--- src/rtl/regfile_wb_arbiter.sv ---
// Round-robin writeback arbiter for the register-file write port,
// with a pending-write scoreboard that raises decode RAW stalls.
module regfile_wb_arbiter #(
  parameter int NREQ = 4,
  parameter int AW   = 5,
  parameter int DW   = 32
) (
  input  logic               clk,
  input  logic               rst,
  input  logic [NREQ-1:0]    req_valid,
  input  logic [NREQ*AW-1:0] req_rd,
  input  logic [NREQ*DW-1:0] req_data,
  output logic [NREQ-1:0]    req_ready,
  input  logic               wb_hold,
  input  logic               issue_valid,
  input  logic [AW-1:0]      issue_rd,
  input  logic [AW-1:0]      rs1,
  input  logic [AW-1:0]      rs2,
  output logic               stall,
  output logic [31:0]        busy,
  output logic               wr_en,
  output logic [AW-1:0]      wr_addr,
  output logic [DW-1:0]      wr_data,
  output logic [1:0]         grant_id
);

  logic [1:0]    ptr;
  logic [1:0]    gnt_idx;
  logic [1:0]    cand;
  logic          found;
  logic          hs;
  logic [AW-1:0] sel_rd;
  logic [DW-1:0] sel_data;
  logic [31:0]   busy_nxt;

  always_comb begin
    req_ready = '0;
    gnt_idx   = '0;
    cand      = '0;
    found     = 1'b0;
    if (rst && !wb_hold) begin
      for (int k = 0; k < NREQ; k++) begin
        cand = 2'((int'(ptr) + k) % NREQ);
        if (!found && req_valid[cand]) begin
          found   = 1'b1;
          gnt_idx = cand;
        end
      end
      if (found) req_ready[gnt_idx] = 1'b1;
    end
  end

  assign hs       = found;
  assign sel_rd   = req_rd[int'(gnt_idx)*AW +: AW];
  assign sel_data = req_data[int'(gnt_idx)*DW +: DW];

  // A new issue to the same rd outranks the retiring write
  always_comb begin
    busy_nxt = busy;
    if (wr_en) busy_nxt[wr_addr] = 1'b0;
    if (issue_valid && issue_rd != '0) busy_nxt[issue_rd] = 1'b1;
    busy_nxt[0] = 1'b0;
  end

  always_ff @(posedge clk) begin
    if (!rst) begin
      ptr      <= '0;
      wr_en    <= 1'b0;
      wr_addr  <= '0;
      wr_data  <= '0;
      grant_id <= '0;
      busy     <= '0;
    end else begin
      busy <= busy_nxt;
      if (hs) begin
        ptr      <= (gnt_idx == 2'(NREQ-1)) ? 2'd0 : gnt_idx + 2'd1;
        wr_en    <= (sel_rd != '0);
        wr_addr  <= sel_rd;
        wr_data  <= sel_data;
        grant_id <= gnt_idx;
      end else begin
        wr_en <= 1'b0;
      end
    end
  end

  assign stall = (rs1 != '0 && busy[rs1]) || (rs2 != '0 && busy[rs2]);

endmodule

--- config.mk ---
export PLATFORM = sky130hd
export DESIGN_NAME = regfile_wb_arbiter
export DESIGN_NICKNAME = d
export VERILOG_FILES = /design/src/rtl/regfile_wb_arbiter.sv
export SDC_FILE = /design/constraint.sdc
export NUM_CORES = 1
export LEC_CHECK = 0
export BUFFER_PORTS_ARGS = -buffer_cell sky130_fd_sc_hd__clkbuf_2
export CAP_MARGIN = 30
export CELL_PAD_IN_SITES_DETAIL_PLACEMENT = 1
export CELL_PAD_IN_SITES_GLOBAL_PLACEMENT = 2
export CORE_ASPECT_RATIO = 1.5
export CORE_MARGIN = 2
export CORE_UTILIZATION = 25
export DETAILED_ROUTE_END_ITERATION = 8
export PLACE_DENSITY = 0.85
export SYNTH_ARGS = -nofsm -noshare
export SYNTH_HDL_FRONTEND = slang
export SYNTH_SLANG_ARGS = --single-unit
export TNS_END_PERCENT = 10
--- constraint.sdc ---
create_clock -name clk -period 2.35 [get_ports clk]
set_input_delay 0.1175 -clock clk [delete_from_list [all_inputs] [get_ports clk]]
set_output_delay 0.1175 -clock clk [all_outputs]
set_load 0.02 [all_outputs]
==> results.txt, run 1 <==
- Run status: completed
- Worst Max-Slew Pin Slew: 807 ps
- Insertion delay to the later sink of the worst-skew pair: between 300 and 400 ps
- A synthesized cell averages about 8.5 µm².
* DRC violations left: 0
- Post-Layout Inst Area: 6640 µm²
- STA puts the critical path data required time at 2230 ps.
- The number of antenna violations at the first check in global routing came to 0.
* Nets@finish: 962
- After clock tree synthesis, the flow added hold-fix buffers numbering 0.
* Area post-placement: 6310 µm²
* Filler cell count: 2,396
- Port Buf Inserts: 246
* Dominant synthesized flop cell: sky130_fd_sc_hd__dfxtp_1
- Summing every instance area after synthesis gives 4780 µm².
- In this run the standard cell core region covers 18,900 µm².
- The worst setup path is launched from a flop.
* Die outline width: 117 µm
* Clock-pin slew reported for the worst setup and hold paths after clock tree synthesis: 60 ps
* Effective utilization at floorplan: around 25%
* Kind of cell adding the most delay to the critical path: simple AND/OR/NAND/NOR gates
- The worst hold path belongs to the class primary input to flop.
* Post-CTS Setup Repair Bufs: 0
- Total power after layout: roughly 3.8 mW
- The floorplan has 62 rows.
- Unrepaired setup endpoints after global routing: no
- Based on the critical path, the design can be clocked at up to ~0.45 GHz.
- Reported max-cap violation count: 0
- Global routing consumed, on the met2 layer, between 30% and 40% of the routing resources.
* Async S/R FF share, synth: 0%
- The max-slew violation count was 0.
- I/O pin count: 248
- The signal on the critical path passes through mux2i_1 -> nor2_1 -> nor3_4 -> buf_12 -> nor3b_1 -> clkbuf_2.
* Number of distinct library cells after synthesis: 44
- Clock tree from TritonCTS: built
* Number of search-and-repair iterations in the first detailed-routing pass: 4
* Final period demand of the worst path: between 2000 and 2500 ps
- Crit-path max cell delay: 440 ps
* Endpoint arrival time on the critical path: 2100 ps
- Fraction of power consumed by sequential logic: 36.4%
- CTS saw between 70 and 80 sinks.
* Cell leakage power: 3.16 nW
* Rel. slew slack: 45.6%
- Power density relative to cell area: 568 nW/µm²
* Post-CTS Resized: 0
- Largest net degree at the start of global routing: 73
- Internal power comes to between 2 and 3 mW.
- Vias after detailed routing: 5,179
- Largest driver fanout on the critical path: 40
- Yosys printed 0 warnings.
- When the netlist entered floorplanning its net count stood at about 730.
- GRT met3 Usage: 4.41%
- Post-synthesis cell count: around 560
* Fraction of layout cells with a size suffix above 1: 38.4%
* Capturing element type of the critical path: output pin
* Gr ovfl total: 0
- Busiest layer in global routing: met2
- Number of antenna repair diodes: 0
- From synthesis to final layout, the design area changed by 38.9%.
* Power dissipated by switching net loads: 1.09 mW
* Share of power burned in the clock network: roughly two fifths
- Sequential cells were found to cover between 30% and 40% of the synthesized design area.
* Vias in the first global route: 5,306
- The critical path is of the flop to output pin type.
- For this design, the slowest cell found on the critical path is sky130_fd_sc_hd__dfxtp_1.
* Root Buffer Master: sky130_fd_sc_hd__clkbuf_16
- The detailed router finished its first iteration with approximately 140 violations.
- Vertical die dimension: 173 µm
* Floorplan die area: 20,300 µm²
- Clock Skews: 6.14 ps
* Global-route wire length before repair: 28,700 µm
- Antenna viol nets, final: 0
* Average wire per standard cell: around 18 µm
- H-tree lvl count: 3
- Combinational group share of total power: 22.7%
- Across the VDD grid, the largest voltage drop is 0.000325 V.
- Counting flops and latches in the post-synthesis netlist gives 73.
- Total GRT Usage: 18.3%
* Endpoints failing hold: 0
- The final critical path takes up 94.3% of the cycle.
- Final number of setup-violating endpoints: 0
- The synthesized design spends more area on one cell type than any other, namely sky130_fd_sc_hd__dfxtp_1.
- Buffers inserted during clock tree synthesis total 9.
- Wires add up to 18,700 µm.
- RePlAce Congestion: 0.812
- Net switching is 28.9% of the power.
- In this run the deepest clock path goes through 2 buffers.
- Global routing used 20.1% of the available met1 tracks.
* Via/cell ratio: 4.92
* Setup Total Neg Slack: 0 ps
* Number of flops mapped to enable cells by yosys: 0
- After synthesis, the largest area contributor takes up 30.5% of total cell area.
- Half-perimeter wire length of the detailed placement result: 14,500 µm
* WHS: 125 ps
- By area the synthesized netlist is led by sky130_fd_sc_hd__dfxtp_1, sky130_fd_sc_hd__mux2i_1, sky130_fd_sc_hd__mux4_2.
- Buf/Inv on CP: 2
==> final cells by class <==
type	count	area (µm²)	share of cell area, %
repair buffers	265	1410	21.2
well taps	256	320	4.82
clock buffers	12	256	3.86
flip-flops and latches	73	1460	22.0
clock inverters	4	75.1	1.13
inverters	1	3.75	0.0565
multi-input cells	441	3120	46.9
==> cells in the final DEF (no fill, tap or decap), types with 2 or more instances in the layout <==
master / n
sky130_fd_sc_hd__nor2_1: 42
sky130_fd_sc_hd__clkbuf_8: 2
sky130_fd_sc_hd__a22o_1: 3
sky130_fd_sc_hd__buf_4: 16
sky130_fd_sc_hd__and3_1: 34
sky130_fd_sc_hd__a21boi_0: 31
sky130_fd_sc_hd__mux2_2: 2
sky130_fd_sc_hd__mux2i_1: 43
sky130_fd_sc_hd__mux2_1: 2
sky130_fd_sc_hd__a31o_1: 32
sky130_fd_sc_hd__dfxtp_1: 73
sky130_fd_sc_hd__and3b_1: 34
sky130_fd_sc_hd__nand2_1: 79
sky130_fd_sc_hd__clkbuf_2: 246
sky130_fd_sc_hd__or3_1: 3
sky130_fd_sc_hd__o21a_1: 2
sky130_fd_sc_hd__o21ai_1: 37
sky130_fd_sc_hd__nand3b_1: 5
sky130_fd_sc_hd__mux4_2: 18
sky130_fd_sc_hd__nand3_1: 7
sky130_fd_sc_hd__nand2b_1: 3
sky130_fd_sc_hd__buf_12: 3
sky130_fd_sc_hd__nor3b_1: 5
sky130_fd_sc_hd__a21oi_1: 7
sky130_fd_sc_hd__nor3_1: 2
sky130_fd_sc_hd__clkinvlp_4: 2
sky130_fd_sc_hd__clkbuf_16: 9
sky130_fd_sc_hd__bufinv_16: 2
sky130_fd_sc_hd__or3b_2: 2
sky130_fd_sc_hd__o21ai_0: 33
==> worst min-delay path, stage by stage <==
cell and delay (ps):
sky130_fd_sc_hd__clkbuf_2 70, sky130_fd_sc_hd__mux2i_1 50, sky130_fd_sc_hd__nand2_1 60, sky130_fd_sc_hd__a31o_1 130
==> cells by family (layout without fill, tap and decap cells) <==
family          after synthesis  after routing  share of synthesized area (%)
simple gates                221            221                           24.9
compound gates              153            153                           21.2
flops                        73             73                           30.5
mux                          65             65                           18.4
buf+inv                      48            282                           4.63
other cells                   1              1                         0.0784
xor+xnor                      1              1                          0.183
==> power by group through the flow <==
stage	Sequential (mW)	Combinational (mW)	Clock, mW
after floorplan	1.46	0.425	0
after global placement	1.40	0.861	0
after detailed placement	1.40	0.870	0
after CTS	1.37	0.873	1.60
after global routing	1.38	0.941	1.64
final	1.37	0.858	1.54
==> stage by stage <==
stage	util [%]	worst slack, ps	cells
final	35.1	134	1052
after global routing	35.1	14.0	1052
after CTS	35.1	87.0	1052
after detailed placement	33.3	255	1036
after global placement	33.3	304	1036
after floorplan	-	377	562
==> Yosys cell counts, types with 2 or more instances <==
master / n
sky130_fd_sc_hd__a31o_1: 32
sky130_fd_sc_hd__o21a_1: 2
sky130_fd_sc_hd__a21oi_1: 7
sky130_fd_sc_hd__buf_4: 6
sky130_fd_sc_hd__nand3_1: 7
sky130_fd_sc_hd__mux2_2: 2
sky130_fd_sc_hd__mux4_2: 18
sky130_fd_sc_hd__buf_2: 9
sky130_fd_sc_hd__mux2_1: 2
sky130_fd_sc_hd__buf_1: 2
sky130_fd_sc_hd__and3_1: 34
sky130_fd_sc_hd__or3b_2: 2
sky130_fd_sc_hd__nor3_1: 2
sky130_fd_sc_hd__nand3b_1: 5
sky130_fd_sc_hd__or3_1: 3
sky130_fd_sc_hd__o21ai_1: 37
sky130_fd_sc_hd__and3b_1: 34
sky130_fd_sc_hd__mux2i_1: 43
sky130_fd_sc_hd__nor2_1: 42
sky130_fd_sc_hd__nand2b_1: 3
sky130_fd_sc_hd__nor3b_1: 5
sky130_fd_sc_hd__dfxtp_1: 73
sky130_fd_sc_hd__o21ai_0: 33
sky130_fd_sc_hd__nand2_1: 79
sky130_fd_sc_hd__a22o_1: 3
sky130_fd_sc_hd__clkbuf_1: 29
sky130_fd_sc_hd__a21boi_0: 31
==> routing by layer <==
metal / wire (µm) / up-vias
met4: 533 / 0
met1: 7140 / 2465
met3: 1110 / 29
li1: - / 2512
met2: 9890 / 173
met5: 0 / -
==> registers in the layout (all words and copies together) (netlist names) <==
| name | count |
|---|---|
| wr_addr | 5 |
| wr_data | 32 |
| wr_en | 1 |
| busy | 31 |
| grant_id | 2 |
| ptr | 2 |
==> path summary, 6_finish.rpt <==
path | from | endpoint | slack (ps) | cells past startpoint
worst min-delay path | req_data[23] | wr_data[23]$_SDFFE_PN0P_ | 130 | 4
worst max register to register | ptr[1]$_SDFFE_PN0P_ | wr_data[30]$_SDFFE_PN0P_ | 270 | 7
worst max-delay path | ptr[1]$_SDFFE_PN0P_ | req_ready[1] | 130 | 6
worst min register to register | grant_id[1]$_SDFFE_PN0P_ | grant_id[1]$_SDFFE_PN0P_ | 460 | 2
No activity file was read; power rests on OpenSTA's default activity.
==> inputs of run 2 (changes only) <==
--- a/config.mk
+++ b/config.mk
@@ -5,14 +5,14 @@
 export SDC_FILE = /design/constraint.sdc
 export NUM_CORES = 1
 export LEC_CHECK = 0
-export BUFFER_PORTS_ARGS = -buffer_cell sky130_fd_sc_hd__clkbuf_2
 export CAP_MARGIN = 30
 export CELL_PAD_IN_SITES_DETAIL_PLACEMENT = 1
 export CELL_PAD_IN_SITES_GLOBAL_PLACEMENT = 2
 export CORE_ASPECT_RATIO = 1.5
 export CORE_MARGIN = 2
-export CORE_UTILIZATION = 25
+export CORE_UTILIZATION = 35
 export DETAILED_ROUTE_END_ITERATION = 8
+export DONT_BUFFER_PORTS = 1
 export PLACE_DENSITY = 0.85
 export SYNTH_ARGS = -nofsm -noshare
 export SYNTH_HDL_FRONTEND = slang
==> run 2 against run 1 <==
Effect of this change: worst hold slack worse by 100 ps; setup slack better by 21 ps; critical path type unchanged; die area down 28%; first-iteration DRC count is 59% lower; combinational power is 38% lower; via count decreased by 16%; final area is 20% lower; core utilization up 4.5 points; sequential power grew 7%; critical path depth down 2.
==> results.txt, run 2 (same netlist as run 1, synthesis figures left out) <==
- CTS built an H-tree with a depth of 3.
* Clock Skews: 6.02 ps
- Final count of pins violating max slew: 0
- Using the TritonRoute via totals, the vias-per-cell ratio works out to just over 6.
* Cell leakage power: around 2.1 nW
- In this run the critical register-to-register path is captured at wr_en$_SDFF_PN0_.
- Reg2Reg Depth: 7
- The first TritonRoute pass finished after 4 iterations.
- Register bank with the most flops: wr_data
- The die is 147 µm tall.
- Worst ir drop on vdd: 0.000390 V
* Total wirelength of the detailed-routed design: roughly 17,000 µm
- The path with the worst hold slack has its endpoint at busy[2]$_SDFF_PN0_.
- Final cycle utilization of the critical path: 93.4%
- The die covers roughly 15,000 µm².
- Gr ovfl total: 0
- Buffers inserted during clock tree synthesis total 9.
- The final hold violation count came to 0.
- Initial antenna violation count: 1
- Clock tree synthesis found a total of 73 sinks.
* Total GRT Usage: 22.6%
- The setup check on the worst reg-to-reg path leaves a slack of 240 ps.
* Die outline width: 99.5 µm
- The critical path goes through mux4_2 -> mux4_2 -> mux2i_1 -> nand2_1.
- Measured against its own limit, the worst slew margin works out to 50.8%.
- Port Buf Inserts: 0
- Setup repair after global routing left no endpoint under its margin.
* Critical Path Slowest Stage Cell: sky130_fd_sc_hd__mux4_2
- Start of the worst register-to-register path: ptr[1]$_SDFFE_PN0P_
* Final period demand of the worst path: 2190 ps
* Worst Max-Slew Pin Slew: 736 ps
- Half-perimeter wire length of the detailed placement result: roughly 13,000 µm
- Registers with the highest flip-flop counts: wr_data x32, busy x31, wr_addr x5
- Vias after detailed routing: ~4,400
* Nets@finish: 717
* Largest driver fanout on the critical path: 4
- Entering global routing, the biggest net connects 41 pins.
* I/O pin count: 248
- Final number of setup-violating endpoints: 0
- Global-route wire length before repair: 25,700 µm
- Area post-placement: 4960 µm²
- Classification of the worst-slack hold path: primary input to flop
* Antenna viol nets, final: 0
- After floorplanning, the core was sized to cover 13,400 µm².
* Vias in the first global route: 4,788
- Counting instances, the worst hold path has a depth of 3.
* Total power after layout: 3.40 mW
* Fraction of layout cells with a size suffix above 1: 10.7%
- Highest-count cells in the layout ignoring fill and taps: sky130_fd_sc_hd__nand2_1, sky130_fd_sc_hd__dfxtp_1, sky130_fd_sc_hd__mux2i_1
* Buf/Inv on CP: 0
* Area grow syn2layout: 10.8%
- The tool flagged a number of max-cap violations equal to 0.
* Starting DRT DRC Count: 56
- Highest Clock Rate: 0.456 GHz
- Endpoint arrival time on the critical path: around 2100 ps
- In this run the power density over the cells is about 640 nW/µm².
- Insertion delay to the later sink of the worst-skew pair: 330 ps
- Crit start category: flop
* Required arrival time at the worst endpoint: ~2200 ps
- Number of cell rows: 52
* DRC violations left: 0
- Leaving out fill and tap cells, the most frequent cell in the layout is sky130_fd_sc_hd__nand2_1.
- Worst hold start: issue_rd[2]
- The congestion estimate from routability-driven global placement came to 0.825.
* Setup Total Neg Slack: 0 ps
* Post-Layout Inst Area: 5300 µm²
- Capturing element type of the critical path: output pin
- Average wire per standard cell: roughly 24 µm
- Kind of cell adding the most delay to the critical path: multiplexers
- The register with the most flip-flops in the layout has 32 of them.
- Among the stages of the critical path, the cell type that occurs most often is sky130_fd_sc_hd__mux4_2.
- TritonCTS built the clock tree.
* Crit-path max cell delay: 510 ps
* Root Buffer Master: sky130_fd_sc_hd__clkbuf_16
- Clock-pin slew reported for the worst setup and hold paths after clock tree synthesis: around 60 ps
- The critical path is of the flop to output pin type.
* Effective utilization at floorplan: ~36%
- The run finished with clean final reports.
* Number of buffers on the longest clock path: 2
## run 2: cell types whose count changed in the layout (fill, tap and decap cells not counted), moves of 2 or more
cell / before / now
sky130_fd_sc_hd__clkbuf_2: 246 / 0
sky130_fd_sc_hd__buf_4: 16 / 13
sky130_fd_sc_hd__buf_12: 3 / 5
sky130_fd_sc_hd__clkinv_2: 0 / 2
sky130_fd_sc_hd__clkinvlp_4: 2 / 0
## run 2: metal layers
metal / wire (µm) / vias up / global-route usage, %
met5: 0 / - / 0
met4: 512 / 0 / 9.59
met3: 1270 / 28 / 6.18
met2: 9160 / 199 / 42.7
met1: 5850 / 2107 / 22.6
li1: - / 2018 / -
## run 2: timing repair
item,CTS,global route
hold buffers,2,0
resized for setup,0,4
hold endpoints to repair,40,0
setup buffers,0,0
setup endpoints to repair,0,2
## run 2: metrics by stage
step | std cells | hold WS [ps] | utilization [%] | worst slack [ps]
after floorplan | 562 | 323 | - | 377
after global placement | 695 | 253 | 37.0 | 301
after detailed placement | 695 | 253 | 37.0 | 254
after CTS | 712 | 4.90 | 39.4 | 68.4
after global routing | 713 | 30.7 | 39.6 | 25.2
final | 713 | 22.8 | 39.6 | 155
## run 2: tightest hold or removal path: cells and delay by family
kind | cells | cell delay (ps)
simple gates | 2 | 110
compound gates | 1 | 70
## run 2: worst max path at each step
stage                          endpoint  slack [ps]  cells after the start                start
2_1_floorplan              req_ready[1]         380                      7  ptr[1]$_SDFFE_PN0P_
3_5_place_dp    wr_data[5]$_SDFFE_PN0P_         250                      7  ptr[1]$_SDFFE_PN0P_
6_report                          stall         160                      4  busy[31]$_SDFF_PN0_
5_1_grt                    req_ready[1]          30                      6  ptr[1]$_SDFFE_PN0P_
3_3_place_gp   wr_data[11]$_SDFFE_PN0P_         300                      7  ptr[1]$_SDFFE_PN0P_
4_1_cts                    req_ready[1]          70                      6  ptr[1]$_SDFFE_PN0P_
## run 2: cell type report
cell class,instances,area (µm²)
antenna,1,2.50
clock buffer,12,256
clock inverter,3,40.0
fill,1587,8100
inverter,1,3.75
multi-input combinational,441,3120
sequential,73,1460
tap,162,203
timing repair buffer,20,219
## run 2: where the power goes
part	leakage [nW]	internal [mW]	total, mW	switching [mW]
Combinational	1.37	0.247	0.532	0.285
Clock	0.148	0.872	1.40	0.529
Sequential	0.598	1.31	1.46	0.154
Total	2.12	2.43	3.40	0.967
